[src/rtl/spi_rx_pkg.sv]
// Shared definitions for the SPI word receiver: mode encoding and width helpers.
package spi_rx_pkg;

    typedef enum logic [1:0] {
        SPI_MODE0 = 2'b00,
        SPI_MODE1 = 2'b01,
        SPI_MODE2 = 2'b10,
        SPI_MODE3 = 2'b11
    } spi_mode_e;

    function automatic int unsigned clog2(input int unsigned value);
        int unsigned res;
        res = 0;
        for (int unsigned p = 1; p < value; p = p << 1) begin
            res = res + 1;
        end
        return res;
    endfunction

    // Modes 1 and 2 (cpol != cpha) sample on the SCLK falling edge.
    function automatic logic sample_on_neg(input spi_mode_e mode);
        return (mode == SPI_MODE1) || (mode == SPI_MODE2);
    endfunction

endpackage

[src/rtl/spi_rx_fifo.sv]
// Word FIFO with a registered head word and extra-bit wrap pointers.
module spi_rx_fifo
    import spi_rx_pkg::*;
#(
    parameter int unsigned WIDTH = 8,
    parameter int unsigned DEPTH = 4
) (
    input  logic                    clk_i,
    input  logic                    reset_ni,
    input  logic                    clear_i,
    input  logic                    push_i,
    input  logic [WIDTH-1:0]        wdata_i,
    input  logic                    ready_i,
    output logic [WIDTH-1:0]        data_o,
    output logic                    valid_o,
    output logic                    overflow_o,
    output logic [clog2(DEPTH):0]   level_o
);
    localparam int unsigned AW = clog2(DEPTH);
    localparam int unsigned PW = AW + 1;

    logic [WIDTH-1:0] mem [DEPTH];
    logic [PW-1:0]    wr_ptr, rd_ptr, wr_ptr_nx, rd_ptr_nx;
    logic [WIDTH-1:0] head_q, head_nx;
    logic             overflow_q;
    logic             empty, full, pop, push_ok;

    always_comb begin
        empty     = (wr_ptr == rd_ptr);
        full      = (wr_ptr[AW-1:0] == rd_ptr[AW-1:0]) && (wr_ptr[AW] != rd_ptr[AW]);
        pop       = !empty && ready_i;
        push_ok   = push_i && (!full || pop);
        wr_ptr_nx = wr_ptr + PW'(push_ok);
        rd_ptr_nx = rd_ptr + PW'(pop);
        // Head is precomputed so a word pushed into the head slot shows up next cycle.
        if (wr_ptr_nx == rd_ptr_nx) begin
            head_nx = '0;
        end else if (push_ok && (wr_ptr[AW-1:0] == rd_ptr_nx[AW-1:0])) begin
            head_nx = wdata_i;
        end else begin
            head_nx = mem[rd_ptr_nx[AW-1:0]];
        end
    end

    always_ff @(posedge clk_i) begin
        if (push_ok && !clear_i) begin
            mem[wr_ptr[AW-1:0]] <= wdata_i;
        end
    end

    always_ff @(posedge clk_i or negedge reset_ni) begin
        if (!reset_ni) begin
            wr_ptr     <= '0;
            rd_ptr     <= '0;
            head_q     <= '0;
            overflow_q <= 1'b0;
        end else if (clear_i) begin
            wr_ptr     <= '0;
            rd_ptr     <= '0;
            head_q     <= '0;
            overflow_q <= 1'b0;
        end else begin
            wr_ptr <= wr_ptr_nx;
            rd_ptr <= rd_ptr_nx;
            head_q <= head_nx;
            if (push_i && full && !pop) begin
                overflow_q <= 1'b1;
            end
        end
    end

    assign data_o     = head_q;
    assign valid_o    = !empty;
    assign overflow_o = overflow_q;
    assign level_o    = wr_ptr - rd_ptr;

endmodule

[src/rtl/spi_word_receiver.sv]
// SPI receive shifter assembling WIDTH-bit words into an output FIFO.
module spi_word_receiver
    import spi_rx_pkg::*;
#(
    parameter int unsigned WIDTH = 8,
    parameter int unsigned DEPTH = 4
) (
    input  logic                    clk_i,
    input  logic                    reset_ni,
    input  logic                    en_i,
    input  logic                    miso_i,
    input  logic                    scl_pos_edge_i,
    input  logic                    scl_neg_edge_i,
    input  logic                    cpol_i,
    input  logic                    cpha_i,
    input  logic                    lsb_first_i,
    input  logic                    clear_i,
    output logic [WIDTH-1:0]        data_o,
    output logic                    valid_o,
    input  logic                    ready_i,
    output logic                    busy_o,
    output logic                    overflow_o,
    output logic [clog2(DEPTH):0]   level_o
);
    localparam int unsigned CW = clog2(WIDTH);

    spi_mode_e        mode;
    logic [CW-1:0]    bit_cnt, bit_idx;
    logic [WIDTH-1:0] shift_q, word_base, shift_nx;
    logic             sample, last_bit, push;

    always_comb begin
        mode      = spi_mode_e'({cpol_i, cpha_i});
        sample    = en_i && (sample_on_neg(mode) ? scl_neg_edge_i : scl_pos_edge_i);
        bit_idx   = lsb_first_i ? bit_cnt : (CW'(WIDTH - 1) - bit_cnt);
        last_bit  = (bit_cnt == CW'(WIDTH - 1));
        // First bit of a word starts from a clean register.
        word_base = (bit_cnt == '0) ? '0 : shift_q;
        shift_nx  = word_base | (WIDTH'(miso_i) << bit_idx);
        push      = sample && last_bit;
    end

    always_ff @(posedge clk_i or negedge reset_ni) begin
        if (!reset_ni) begin
            bit_cnt <= '0;
            shift_q <= '0;
        end else if (!en_i) begin
            bit_cnt <= '0;
            shift_q <= '0;
        end else if (sample) begin
            if (last_bit) begin
                bit_cnt <= '0;
                shift_q <= '0;
            end else begin
                bit_cnt <= bit_cnt + 1'b1;
                shift_q <= shift_nx;
            end
        end
    end

    assign busy_o = (bit_cnt != '0);

    spi_rx_fifo #(
        .WIDTH (WIDTH),
        .DEPTH (DEPTH)
    ) u_fifo (
        .clk_i      (clk_i),
        .reset_ni   (reset_ni),
        .clear_i    (clear_i),
        .push_i     (push),
        .wdata_i    (shift_nx),
        .ready_i    (ready_i),
        .data_o     (data_o),
        .valid_o    (valid_o),
        .overflow_o (overflow_o),
        .level_o    (level_o)
    );

endmodule

[config.mk]
export PLATFORM = sky130hd
export DESIGN_NAME = spi_word_receiver
export DESIGN_NICKNAME = d
export VERILOG_FILES = /design/src/rtl/spi_rx_pkg.sv /design/src/rtl/spi_rx_fifo.sv /design/src/rtl/spi_word_receiver.sv
export SDC_FILE = /design/constraint.sdc
export NUM_CORES = 1
export LEC_CHECK = 0
export CORE_MARGIN = 5
export CORE_UTILIZATION = 23
export CTS_BUF_LIST = sky130_fd_sc_hd__clkbuf_4 sky130_fd_sc_hd__clkbuf_8
export CTS_CLUSTER_DIAMETER = 60
export DETAILED_ROUTE_END_ITERATION = 8
export SLEW_MARGIN = 0
export SYNTH_ARGS = -nofsm -noshare
export SYNTH_HDL_FRONTEND = slang
export SYNTH_SLANG_ARGS = --single-unit
[constraint.sdc]
create_clock -name clk_i -period 6.42 [get_ports clk_i]
set_input_delay 1.926 -clock clk_i [delete_from_list [all_inputs] [get_ports clk_i]]
set_output_delay 1.926 -clock clk_i [all_outputs]
set_load 0.01 [all_outputs]
* Word level (Yosys, flattened, before mapping)
Memories as Yosys holds them, arrays and structs flattened.
Cells that the tools add are included.
** Word-level totals
- Register bits :: 26
- Bits in writable memories :: 32
- Logic and storage cells :: 59
- Memories kept :: 1
** Operators by class
- $add $sub $neg :: 5
- Equal/unequal tests :: 9
- Shift operators :: 1
- Mux-type cells :: 18
- Bitwise gates (word level) :: 1
- Reduce and logical (&&, ||, !) cells :: 18
** Memory list
- u_fifo.mem :: depth 4, width 8, read ports 1, clocked after memory_dff 0, wr ports 1, RTL line spi_rx_fifo.sv:22 : logic [WIDTH-1:0] mem [DEPTH];
** Operators with widths (count)
- 2-to-1 mux 8 bit :: 7
- 2-to-1 mux 3 bit :: 6
- logical AND 1 bit :: 9
- bitwise OR 8 bit :: 1
- left shift 1 x 3 -> 8 bit :: 1
- adder 3 x 1 -> 3 bit :: 2
- == test 3 bit :: 2
- 2-to-1 mux 1 bit :: 5
- == test 2 bit :: 2
- logical NOT 1 bit :: 4
- adder 3 x 1 -> 3 bit (second input constant) :: 1
- == test 3 bit (second input constant) :: 1
- logical NOT 3 bit :: 1
- nonzero test 3 bit :: 1
- subtractor 3 bit :: 1
- subtractor 3 bit (first input constant) :: 1
- == test 2 x 1 -> 1 bit (second input constant) :: 1
- == test 2 bit (second input constant) :: 1
- logical OR 1 bit :: 2
- != test 2 x 1 -> 1 bit (second input constant) :: 1
- nonzero test 2 bit :: 1
- != test 1 bit :: 1

* Logic depth before layout (Yosys ltp)
- Word-level depth :: 10
- Gate-level depth with buffers :: 12
- Mapped depth without buffers :: 12

* Modules after synthesis
A second synthesis with hierarchy kept.
** Unflattened totals
- Cell total of the unflattened synthesis :: 211
- Area total of the unflattened synthesis :: 2785.2 um^2
** By module, submodules not included
- spi_rx_fifo :: times used 1, cells each 127, area an instance 2045.7 um^2
- spi_word_receiver :: times used 1, cells each 84, area an instance 739.5 um^2

* Least setup slack after synthesis
No wires, ideal clock.
- Path type :: in2reg
- From :: in cpol_i
- To :: mem u_fifo.mem[0][0] (enable)
- Setup time :: 0.395 ns
- Arrival :: 3.376 ns
- Data required time :: 6.025 ns
- Path slack :: 2.649 ns
- Stages :: 5
- Cells stage by stage :: xnor2_2 > mux2i_1 > nor2b_2 > nand3_1 > nor4_1
** Between the ends
- Longest elaborated chain between the ends :: 9
- Elaborated cells between the ends (all ways) :: 10
** Ends and longest elaborated chain
- start, declared :: RTL line spi_word_receiver.sv:14 : input logic cpol_i,
- == test 2 x 1 -> 1 bit or == test 2 bit (tied branches) :: RTL line spi_rx_pkg.sv:22 : return (mode == SPI_MODE1) || (mode == SPI_MODE2);
- logical OR 1 bit (*) :: RTL line spi_rx_pkg.sv:22
- 2-to-1 mux 1 bit (*) :: RTL line spi_word_receiver.sv:34 : sample = en_i && (sample_on_neg(mode) ? scl_neg_edge_i : scl_pos_edge_i);
- logical AND 1 bit (*) :: RTL line spi_word_receiver.sv:34
- logical AND 1 bit (*) :: RTL line spi_word_receiver.sv:40 : push = sample && last_bit;
- logical AND 1 bit (*) :: RTL line spi_rx_fifo.sv:32 : push_ok = push_i && (!full || pop);
- logical AND 1 bit (*) :: RTL line spi_rx_fifo.sv:46 : if (push_ok && !clear_i) begin
- 2-to-1 mux 1 bit (*) :: RTL line spi_rx_fifo.sv:46
- 2-to-1 mux 1 bit (implied by the code) (*) :: RTL line spi_rx_fifo.sv:47 : mem[wr_ptr[AW-1:0]] <= wdata_i;
- end, declared :: RTL line spi_rx_fifo.sv:22
Mark *: on every way between the ends. The rest lies on a longest branch, timed or not.

* Worst setup path after layout
- From :: reg u_fifo.wr_ptr[0]
- To :: out level_o[2]
** Between the ends
- Longest elaborated chain between the ends :: 1
** Ends and longest elaborated chain
- start, declared :: RTL line spi_rx_fifo.sv:23 : logic [PW-1:0] wr_ptr, rd_ptr, wr_ptr_nx, rd_ptr_nx;
- start signal, assigned :: RTL line spi_rx_fifo.sv:63 : wr_ptr <= wr_ptr_nx;
- subtractor 3 bit :: RTL line spi_rx_fifo.sv:75 : assign level_o = wr_ptr - rd_ptr;
- end, declared :: RTL line spi_word_receiver.sv:23 : output logic [clog2(DEPTH):0] level_o
Every way passes these cells.

==> metrics.md <==
| Metric | Value |
|---|---|
| Peak VDD IR | 0.1002 mV |
| Crit path arrival time | 2.21 ns |
| Worst path cell trace | inv_1, ha_1, fa_1, xnor2_1, clkdlybuf4s50_1 |
| Pin count of the biggest net entering global routing | 27 |
| Gpl congestion | 0.7595 |
| Post-synth design cell area | 2805 sq um |
| Num ports | 25 |
| N_diodes | 0 |
| Hold path endpoint | u_fifo.overflow_o |
| Setup CP Type | register to output port |
| Vias in the first global route | 1842 |
| Skew-Pair Late Insertion Delay | 0.33 ns |
| PD cells | 228.0 nW/um^2 |
| Synth Flop Type | edfxtp_1 |
| Input/output buffers | 24 |
| Tmin final | 4.133 ns |
| Antenna Nets Post-Route | 0 |
| Syn. warnings | 0 |
| Chip width | 120.4 microns |
| Flop pwr share | 52.0% |
| Worst hold path startpoint | u_fifo.overflow_o |
| # DRC | 0 |
| Slew HR | 45.68% |
| Layout Cells excl Fill | 387 |
| Hold Crit Depth | 1 |
| Count of final hold-check violations | 0 |
| H-tree depth | 3 |
| Psw | 169.6 uW |
| Clk slew on worst S/H paths | 0.06 ns |
| CP Data Required Time | 4.49 ns |
| CTS Buf Count | 9 |
| CP Max Fanout | 5 |
| TritonCTS clock tree | built |
| Setup Skew | 0.009093 ns |
| Setup_tns | 0 ns |
| Register area share after synthesis | 57.45% |
| CTS Hold Bufs | 0 |
| Tcrit/Tclk final | 64.38% |
| Routed vias/inst | 4.615 |
| Worst flop-to-flop path startpoint | u_fifo.wr_ptr[0] |
| Worst r2r path cells | 11 |
| Worst-Margin Slew | 0.8022 ns |
| Core ar. | 11960 sq um |
| Buf/Inv on CP | 2 |
| # setup viols final | 0 |
| Logic gate share of total power | 6.8% |
| FMAX | 241.9 MHz |
| Initial core utilization | 23.45% |
| Post-synth EDFFs | 32 |
| Drt pass-1 iters | 4 |
| Crit path max-delay cell type | clkdlybuf4s50_1 |
| Die Y | 120.4 microns |
| Max incr delay on CP | 0.56 ns |
| Synth cell types | 43 |
| Layout cells sized above 1 | 17.92% |
| FF+latch count, synth | 58 |
| Post-CTS setup buffers | 0 |
| RSZ-0062 raised after global routing | no |
| Gr usage total | 8.794% |
| Max-cap violation count | 0 |
| Max-slew violation count | 0 |
| P_leak | 1.315 nW |
| P_int | 608.9 uW |
| Switching share of power | 21.79% |
| Area Growth Syn to Fin | 21.72% |
| Routed length per instance | 15.38 microns |
| Synth Instances | 204 |
| # placed instances | 371 |
| DR iter-0 viols | 74 |
| R2R Setup Slk | 3.49 ns |
| Top Family by Delay on Critical Path | buffers and inverters |
| Clock tree buffer depth | 2 |
| Worst Setup End Kind | output port |
| Final net count | 256 |
| Hold/Removal Path Class | register to register |
| CTS Sinks | 58 |
| Outcome | complete, no violations |
| Syn avg cell area | 13.75 sq um |
| Vias post-DR | 1786 |
| Share of flip-flops with an asynchronous set or reset | 44.83% |
| DRT Wirelength | 5.951 mm |
| Crit path launch | u_fifo.wr_ptr[0] |
| FILL cells | 1205 |
| HPWL Detailed | 4.203 mm |
| Post-CTS Resized | 0 |
| Crit start category | register |
| DIE AREA | 14500 sq um |
| First-pass GRT wire length | 9.791 mm |
| Initial antenna violation count | 0 |
| Row cnt | 40 |
| Root Buffer Master | clkbuf_8 |
| Crit Reg-Reg Endpoint | u_fifo.data_o[5] |
| GRT overflow | 0 |
| Net Count, Synth | 225 |
| Clock share of power | 41.2% |
-- metal layers --
| layer | track usage (%) | vias up | share of wire [%] |
|---|---|---|---|
| met2 | 14.36 | 32 | 49 |
| met1 | 10.51 | 916 | 45 |
| met3 | 3.181 | 7 | 4.9 |
| met5 | 0 | - | 0 |
| li1 | - | 831 | - |
| met4 | 3.612 | 0 | 1.4 |
-- synthesized netlist by cell type, drive strengths merged (5+ instances only) --
master  count  area share (%)
a22o       10             3.1
nand2      14             1.9
ha          9             4.0
xnor2      11             4.0
dfrtp      26              23
edfxtp     32              34
o221ai      5             2.0
buf         6             1.3
nor2b       6             1.7
a21oi       8             1.4
inv        14             1.9
mux4        8             6.4
o21ai      15             2.7
-- final cells by class --
class                   count  area [sq um]  area share [%]
multi-input cells         123          1094           32.03
flip-flops and latches     58          1612           47.20
repair buffers             29         277.8           8.135
inverters                  14         52.55           1.539
well taps                 147         183.9           5.387
clock buffers              16         195.2           5.716
-- worst max path at each step --
stage,to,depth (start not counted)
after global placement,u_fifo.data_o[6],9
after detailed placement,u_fifo.data_o[3],12
after CTS,level_o[2],5
after floorplan,u_fifo.mem[0][0],5
after global routing,u_fifo.data_o[7],12
final,level_o[2],5
-- cells in the final DEF, fill, tap and decap left out, drive strengths merged, types with 5 or more instances in the layout --
cell,instances
a21oi,8
a22o,10
buf,5
clkbuf,16
clkdlybuf4s50,24
dfrtp,26
edfxtp,32
ha,9
inv,14
mux4,8
nand2,14
nor2b,6
o21ai,15
o221ai,5
xnor2,11
-- cells by family (layout without fill, tap and decap cells) --
| group | after synthesis | count (layout) | synth area share [%] |
|---|---|---|---|
| buffers and inverters | 23 | 59 | 3.568 |
| and+or+nand+nor | 46 | 46 | 10.35 |
| DFF | 58 | 58 | 57.45 |
| xor gates and xnor gates | 11 | 11 | 3.970 |
| adders and majority gates | 10 | 10 | 4.728 |
| muxes | 11 | 11 | 7.716 |
| AOI/OAI and AO/OA | 45 | 45 | 12.22 |
-- per-stage QoR --
step / hold WS (ns) / cell area, sq um / utilization (%) / worst slack [ns] / power [mW]
after floorplan: 0.4902 / 2805 / - / 2.649 / 0.4418
after global placement: 0.4852 / 3219 / 26.91 / 2.077 / 0.4633
after detailed placement: 0.4904 / 3219 / 26.91 / 2.019 / 0.4647
after CTS: 0.5071 / 3415 / 28.55 / 2.272 / 0.7869
after global routing: 0.5312 / 3415 / 28.55 / 2.172 / 0.8100
final: 0.5016 / 3415 / 28.55 / 2.287 / 0.7785
-- registers in the layout, summed over array words and instances (netlist names) --
name / cells
u_fifo.mem: 32
shift_q: 8
u_fifo.data_o: 8
bit_cnt: 3
u_fifo.rd_ptr: 3
u_fifo.wr_ptr: 3
u_fifo.overflow_o: 1
-- worst reg2reg max path, stage by stage, from the launching register on --
cell,delay (ns)
dfrtp_1,0.44
inv_1,0.13
ha_1,0.33
nand3_1,0.10
and2_1,0.18
ha_1,0.18
ha_1,0.62
xnor2_1,0.23
o311ai_4,0.21
nor2_4,0.21
nand2_1,0.08
a21oi_1,0.14
-- power groups by stage --
stage / clock, mW / combinational (mW) / sequential, mW
final: 0.321 / 0.0528 / 0.405
after global routing: 0.347 / 0.0581 / 0.405
after CTS: 0.329 / 0.0532 / 0.405
after detailed placement: 0 / 0.0527 / 0.412
after global placement: 0 / 0.0516 / 0.412
after floorplan: 0 / 0.0351 / 0.407
Power figures use the tool's default switching activity.
